--- src/rtl/pc060ha_pkg.sv ---
// Shared widths and special index codes for the PC060HA-style nibble mailbox.
package pc060ha_pkg;
    localparam int NIB_W = 4;
    localparam int PTR_W = 3;

    localparam logic [PTR_W-1:0] IDX_STATUS  = 3'd4;
    localparam logic [PTR_W-1:0] IDX_NMI_OFF = 3'd5;
    localparam logic [PTR_W-1:0] IDX_NMI_ON  = 3'd6;
endpackage

--- src/rtl/pc060ha_mbox_dir.sv ---
// One mailbox direction: 4 nibbles, sender writes, receiver reads, flag A/B mirrors.
// Read data is the pre-edge value, so a same-cycle write is invisible to the reader.
module pc060ha_mbox_dir
    import pc060ha_pkg::*;
(
    input  logic             clk_i,
    input  logic             rst_i,
    input  logic             wr_en_i,
    input  logic [1:0]       wr_idx_i,
    input  logic [NIB_W-1:0] wr_dat_i,
    input  logic             rd_en_i,
    input  logic [1:0]       rd_idx_i,
    output logic [NIB_W-1:0] rd_dat_o,
    output logic             flag_a_o,
    output logic             flag_b_o,
    output logic [1:0]       flag_nxt_o,
    output logic             set_a_o,
    output logic             set_b_o,
    output logic             clr_a_o,
    output logic             clr_b_o
);
    logic [NIB_W-1:0] nib_q [4];
    logic flag_a_q, flag_b_q, flag_a_d, flag_b_d;
    logic set_a_q, set_b_q, clr_a_q, clr_b_q;
    logic set_a_d, set_b_d, clr_a_d, clr_b_d;

    always_comb begin
        set_a_d  = wr_en_i && (wr_idx_i == 2'd1);
        set_b_d  = wr_en_i && (wr_idx_i == 2'd3);
        clr_a_d  = rd_en_i && (rd_idx_i == 2'd1);
        clr_b_d  = rd_en_i && (rd_idx_i == 2'd3);
        // set wins over a same-cycle clear
        flag_a_d = set_a_d | (flag_a_q & ~clr_a_d);
        flag_b_d = set_b_d | (flag_b_q & ~clr_b_d);
    end

    always_ff @(posedge clk_i) begin
        if (rst_i) begin
            for (int i = 0; i < 4; i++) nib_q[i] <= '0;
            flag_a_q <= 1'b0;
            flag_b_q <= 1'b0;
            set_a_q  <= 1'b0;
            set_b_q  <= 1'b0;
            clr_a_q  <= 1'b0;
            clr_b_q  <= 1'b0;
        end else begin
            if (wr_en_i) nib_q[wr_idx_i] <= wr_dat_i;
            flag_a_q <= flag_a_d;
            flag_b_q <= flag_b_d;
            set_a_q  <= set_a_d;
            set_b_q  <= set_b_d;
            clr_a_q  <= clr_a_d;
            clr_b_q  <= clr_b_d;
        end
    end

    assign rd_dat_o   = nib_q[rd_idx_i];
    assign flag_a_o   = flag_a_q;
    assign flag_b_o   = flag_b_q;
    assign flag_nxt_o = {flag_b_d, flag_a_d};
    assign set_a_o    = set_a_q;
    assign set_b_o    = set_b_q;
    assign clr_a_o    = clr_a_q;
    assign clr_b_o    = clr_b_q;
endmodule

--- src/rtl/pc060ha_mailbox.sv ---
// Two-port nibble mailbox: per-side auto-indexed pointers, status/NMI/reset indices.
// All outputs registered; reads and writes complete on the sampling edge, never stall.
module pc060ha_mailbox
    import pc060ha_pkg::*;
(
    input  logic             CLK,
    input  logic             RESET,
    input  logic             M_WE,
    input  logic             M_RE,
    input  logic             M_A0,
    input  logic [NIB_W-1:0] M_DI,
    output logic [NIB_W-1:0] M_DO,
    input  logic             S_WE,
    input  logic             S_RE,
    input  logic             S_A0,
    input  logic [NIB_W-1:0] S_DI,
    output logic [NIB_W-1:0] S_DO,
    output logic             S_NMI,
    output logic             S_RSTOUT,
    output logic             M2S_SET_A,
    output logic             M2S_SET_B,
    output logic             M2S_CLR_A,
    output logic             M2S_CLR_B,
    output logic             S2M_SET_A,
    output logic             S2M_SET_B,
    output logic             S2M_CLR_A,
    output logic             S2M_CLR_B
);
    logic [PTR_W-1:0] m_ptr_q, m_ptr_d, s_ptr_q, s_ptr_d;
    logic [NIB_W-1:0] m_do_q, m_do_d, s_do_q, s_do_d;
    logic nmi_en_q, nmi_en_d, s_nmi_q, s_nmi_d, rstout_q, rstout_d;
    logic m_wr_nib, m_rd_nib, s_wr_nib, s_rd_nib;
    logic [NIB_W-1:0] m2s_rd_dat, s2m_rd_dat;
    logic m2s_a, m2s_b, s2m_a, s2m_b;
    logic [1:0] m2s_nxt, s2m_nxt_unused;

    // Pointers 0..3 address nibbles; 4..7 are special indices
    assign m_wr_nib = M_WE && M_A0 && !m_ptr_q[2];
    assign m_rd_nib = M_RE && M_A0 && !m_ptr_q[2];
    assign s_wr_nib = S_WE && S_A0 && !s_ptr_q[2];
    assign s_rd_nib = S_RE && S_A0 && !s_ptr_q[2];

    pc060ha_mbox_dir u_m2s (
        .clk_i(CLK), .rst_i(RESET),
        .wr_en_i(m_wr_nib), .wr_idx_i(m_ptr_q[1:0]), .wr_dat_i(M_DI),
        .rd_en_i(s_rd_nib), .rd_idx_i(s_ptr_q[1:0]), .rd_dat_o(m2s_rd_dat),
        .flag_a_o(m2s_a), .flag_b_o(m2s_b), .flag_nxt_o(m2s_nxt),
        .set_a_o(M2S_SET_A), .set_b_o(M2S_SET_B),
        .clr_a_o(M2S_CLR_A), .clr_b_o(M2S_CLR_B)
    );

    pc060ha_mbox_dir u_s2m (
        .clk_i(CLK), .rst_i(RESET),
        .wr_en_i(s_wr_nib), .wr_idx_i(s_ptr_q[1:0]), .wr_dat_i(S_DI),
        .rd_en_i(m_rd_nib), .rd_idx_i(m_ptr_q[1:0]), .rd_dat_o(s2m_rd_dat),
        .flag_a_o(s2m_a), .flag_b_o(s2m_b), .flag_nxt_o(s2m_nxt_unused),
        .set_a_o(S2M_SET_A), .set_b_o(S2M_SET_B),
        .clr_a_o(S2M_CLR_A), .clr_b_o(S2M_CLR_B)
    );

    always_comb begin
        m_ptr_d  = m_ptr_q;
        m_do_d   = m_do_q;
        rstout_d = rstout_q;
        if (M_WE && !M_A0) begin
            m_ptr_d = M_DI[PTR_W-1:0];
        end else if (m_wr_nib || m_rd_nib) begin
            m_ptr_d = {1'b0, m_ptr_q[1:0] + 2'd1};
        end
        if (M_WE && M_A0 && (m_ptr_q == IDX_STATUS)) rstout_d = M_DI[0];
        if (M_RE) begin
            if (!M_A0)                     m_do_d = {1'b0, m_ptr_q};
            else if (!m_ptr_q[2])          m_do_d = s2m_rd_dat;
            else if (m_ptr_q == IDX_STATUS) m_do_d = {m2s_b, m2s_a, s2m_b, s2m_a};
            else                           m_do_d = '0;
        end
    end

    always_comb begin
        s_ptr_d  = s_ptr_q;
        s_do_d   = s_do_q;
        nmi_en_d = nmi_en_q;
        if (S_WE && !S_A0) begin
            s_ptr_d = S_DI[PTR_W-1:0];
        end else if (s_wr_nib || s_rd_nib) begin
            s_ptr_d = {1'b0, s_ptr_q[1:0] + 2'd1};
        end
        if (S_WE && S_A0 && (s_ptr_q == IDX_NMI_OFF)) nmi_en_d = 1'b0;
        if (S_WE && S_A0 && (s_ptr_q == IDX_NMI_ON))  nmi_en_d = 1'b1;
        if (S_RE) begin
            if (!S_A0)                     s_do_d = {1'b0, s_ptr_q};
            else if (!s_ptr_q[2])          s_do_d = m2s_rd_dat;
            else if (s_ptr_q == IDX_STATUS) s_do_d = {s2m_b, s2m_a, m2s_b, m2s_a};
            else                           s_do_d = '0;
        end
        // next-state flags so NMI lands in the same cycle as the SET pulse
        s_nmi_d = nmi_en_d & (|m2s_nxt);
    end

    always_ff @(posedge CLK) begin
        if (RESET) begin
            m_ptr_q  <= '0;
            s_ptr_q  <= '0;
            m_do_q   <= '0;
            s_do_q   <= '0;
            nmi_en_q <= 1'b0;
            s_nmi_q  <= 1'b0;
            rstout_q <= 1'b0;
        end else begin
            m_ptr_q  <= m_ptr_d;
            s_ptr_q  <= s_ptr_d;
            m_do_q   <= m_do_d;
            s_do_q   <= s_do_d;
            nmi_en_q <= nmi_en_d;
            s_nmi_q  <= s_nmi_d;
            rstout_q <= rstout_d;
        end
    end

    assign M_DO     = m_do_q;
    assign S_DO     = s_do_q;
    assign S_NMI    = s_nmi_q;
    assign S_RSTOUT = rstout_q;
endmodule
--- config.mk ---
export PLATFORM = sky130hd
export DESIGN_NAME = pc060ha_mailbox
export DESIGN_NICKNAME = d
export VERILOG_FILES = /design/src/rtl/pc060ha_pkg.sv /design/src/rtl/pc060ha_mbox_dir.sv /design/src/rtl/pc060ha_mailbox.sv
export SDC_FILE = /design/constraint.sdc
export NUM_CORES = 1
export LEC_CHECK = 0
export ABC_AREA = 1
export BUFFER_PORTS_ARGS = -buffer_cell sky130_fd_sc_hd__buf_2
export CORE_AREA = 2 2 62 88
export DETAILED_ROUTE_END_ITERATION = 12
export DIE_AREA = 0 0 64 90
export PLACE_DENSITY_LB_ADDON = 0.12
export SLEW_MARGIN = 10
export SYNTH_ARGS = -nofsm -noshare
export SYNTH_HDL_FRONTEND = slang
export SYNTH_SLANG_ARGS = --single-unit
--- constraint.sdc ---
create_clock -name CLK -period 4.55 [get_ports CLK]
set_input_delay 0.91 -clock CLK [delete_from_list [all_inputs] [get_ports CLK]]
set_output_delay 0.91 -clock CLK [all_outputs]
set_load 0.1 [all_outputs]
==> flow_metrics.tcl <==
set metrics [dict create \
    status "completed" \
    hold_violations 0 \
    cts_tree "yes" \
    nNetsFinal 412 \
    p_leak_nw 1.60 \
    grt_setup_unrepaired "false" \
    totalWireLength_um 6400 \
    fin_crit_ns 2.32 \
    vias 2351 \
    min_to "S_DO[1]" \
    grt_pass1_wl_um 10500 \
    antenna_found_initial 0 \
    ys_seq_area_share_pct 54.0 \
    hpwl_um 4900 \
    cts-buffers-inserted 9 \
    grt.overflow.total 0 \
    gp_congestion 0.817 \
    crit_top_cell "nand2_1" \
    row_count 31 \
    post-cts-setup-buffers 0 \
    syn-instance-count 354 \
    dieArea_um2 5760 \
    slowest_delay_ns 0.36 \
    r2r-end "u_m2s.nib_q[3][0]" \
    n_fill_cell 404 \
    cpLargestDelayFamily "simple AND/OR/NAND/NOR gates" \
    yosysUniqueCellTypes 28 \
    slew_violations 0 \
    r2r_setup_slack_ns 2.78 \
    path_class "in -> reg" \
    ys_warn_count 0 \
    fin_skew_ns 0.00803 \
    root_buffer "clkbuf_8" \
    worstPathBufferInverterCount 2 \
    worstPathMaxFanout 19 \
    hold_path.class "reg -> reg" \
    path_clk_slew_ns 0.07 \
    core_um2 5000 \
    final.setup.worst_slack_ns 2.23 \
    finalPower_mw 1.43 \
    die_y_um 90 \
    fin_crit_sh_pct 50.9 \
    viasPerCell 5.11 \
    cts_buffer_depth 2 \
    power.density_nw_per_um2 418 \
    synth-seq-cells 65 \
    irDropWorstVdd_uv 305 \
    first_iter_violations 117 \
    ios 34 \
    avgSynthCellArea_um2 8.48 \
    worstMarginPinSlew_ns 0.747 \
    grt_max_degree 20 \
    crit_chain "buf_2, inv_2, nand2_1, nor2_2, nand2_2, nand2_1" \
    cts.sinks 65 \
    n_antenna_cell 0 \
    ctsHoldBuffers 0 \
    area_growth_pct 14.0 \
    max_freq_ghz 0.432 \
    drive_above_1_share_pct 16.8 \
    synth_nets 377 \
    io_buffers 33 \
    initial_core_util_pct 60.0 \
    endpoint_kind "register" \
    holdPathStages 2 \
    wl_per_cell_um 13.9 \
    slew_headroom_pct 49.8 \
    reg2regPathDepth 2 \
    drc 0 \
    first_pass_iters 4 \
    place_inst 444 \
    crit_arrival_ns 2.36 \
    grt_use_total_pct 24.6 \
    fin_tns_setup_ns 0 \
    r2r_start "m_ptr_q[0]" \
    cap_violations 0 \
    synth_area_um2 3000 \
    die_x_um 64 \
    grt_pass1_vias 2336 \
    stdcell_count 460 \
    slowest_stage "nand2_1" \
    start_kind "input port" \
    post_cts_resized 0 \
    finalSetupViolations 0 \
    ant_nets 0 \
    required_ns 4.59 \
    insertion_delay_ns 0.34 \
    hold_start "S_DO[1]" \
    dp_slack_ns 1.87 \
    htreeDepth 3 \
]
-- metal layers --
layer | vias to the layer above | GRT usage (%) | wire length [um] | share of wire (%)
met5 | - | 0 | 0 | 0
li1 | 1199 | - | - | -
met4 | 0 | 16.3 | 290 | 4.5
met3 | 22 | 5.26 | 254 | 4.0
met2 | 59 | 43.6 | 3430 | 54
met1 | 1071 | 25.1 | 2430 | 38
-- cells by family after synthesis --
| logic type | share of synthesized area, % |
|---|---|
| AO/OA/AOI/OAI | 7.30 |
| adder cells (fa/ha/maj) | 2.92 |
| buffers and inverters | 9.26 |
| flip-flops | 54.0 |
| AND/OR/NAND/NOR | 26.5 |
-- metrics by stage --
stage | hold WS (ns) | util (%) | area [um^2]
finish | 0.464 | 68.3 | 3420
detailed placement | 0.460 | 63.6 | 3180
global placement | 0.457 | 63.6 | 3180
CTS | 0.470 | 68.3 | 3420
floorplan | 0.448 | - | 3000
global route | 0.495 | 68.3 | 3420
-- Yosys cell counts --
cell type / n / area share, %
nor3_1: 7 / 1.2
nand4_1: 2 / 0.42
a31o_2: 2 / 0.58
ha_1: 7 / 2.9
buf_6: 3 / 1.1
a31oi_1: 3 / 0.63
clkbuf_1: 1 / 0.12
nor2_2: 1 / 0.21
nand2_4: 2 / 0.75
o31ai_1: 2 / 0.50
a32oi_1: 1 / 0.29
o21ai_2: 1 / 0.29
dfxtp_1: 33 / 22
buf_2: 3 / 0.50
nand3_4: 1 / 0.58
a21oi_1: 18 / 3.0
nand2_1: 89 / 11
o21ai_1: 2 / 0.33
nand3_1: 28 / 4.7
nand2_2: 3 / 0.63
nor2_4: 3 / 1.1
inv_2: 3 / 0.38
inv_1: 53 / 6.6
o21ai_0: 10 / 1.7
buf_4: 2 / 0.50
nor2_1: 41 / 5.1
nor2_8: 1 / 0.67
edfxtp_1: 32 / 32
-- power breakdown --
part / leakage [nW] / switching, mW / internal (mW) / total (mW)
Combinational: 0.878 / 0.143 / 0.0477 / 0.191
Clock: 0.123 / 0.216 / 0.353 / 0.569
Sequential: 0.601 / 0.0238 / 0.645 / 0.669
-- worst reg2reg max path: stages (launching register included) --
cell and delay (ns):
dfxtp_1 0.56, inv_1 0.16, o31ai_1 0.69
-- cell usage in the layout (no fill, tap or decap), types with 2 or more instances in the layout --
cell,n
buf_2,33
a31oi_1,3
nand4_1,2
dfxtp_1,33
nor2_1,41
a31o_2,2
clkbuf_8,12
a21oi_1,18
inv_1,53
nor2_4,3
o31ai_1,2
nand3_1,28
nand2_4,2
nand2_1,89
edfxtp_1,32
ha_1,7
o21ai_0,10
nor3_1,7
nand2_2,3
inv_2,3
bufinv_16,2
o21ai_1,2
-- state kept, by name, indices dropped and copies added, names as in the netlist, 3 cells and up, named ones only --
signal / count
u_s2m.nib_q: 16
u_m2s.nib_q: 16
s_ptr_q: 3
S_DO: 4
M_DO: 4
m_ptr_q: 3
-- area by class of cell --
type	instances	area (um^2)	share of cell area [%]
inverter	56	210	6.15
clock inverter	4	73.8	2.16
clock buffer	12	165	4.83
tap	66	82.6	2.41
multi-input combinational	224	1100	32.2
timing repair buffer	33	165	4.83
sequential	65	1620	47.4
-- worst max-delay path by stage --
| stage | start | to | slack [ns] | cells after the start |
|---|---|---|---|---|
| finish | RESET | u_s2m.nib_q[0][2] | 2.23 | 6 |
| global route | RESET | u_s2m.nib_q[0][2] | 2.09 | 6 |
| CTS | RESET | u_s2m.nib_q[0][0] | 2.25 | 6 |
| detailed placement | RESET | u_s2m.nib_q[0][0] | 1.87 | 6 |
| global placement | RESET | u_s2m.nib_q[0][0] | 1.90 | 6 |
| floorplan | M_A0 | u_m2s.nib_q[0][0] | 2.59 | 8 |
(Power assumes the default switching activity.)
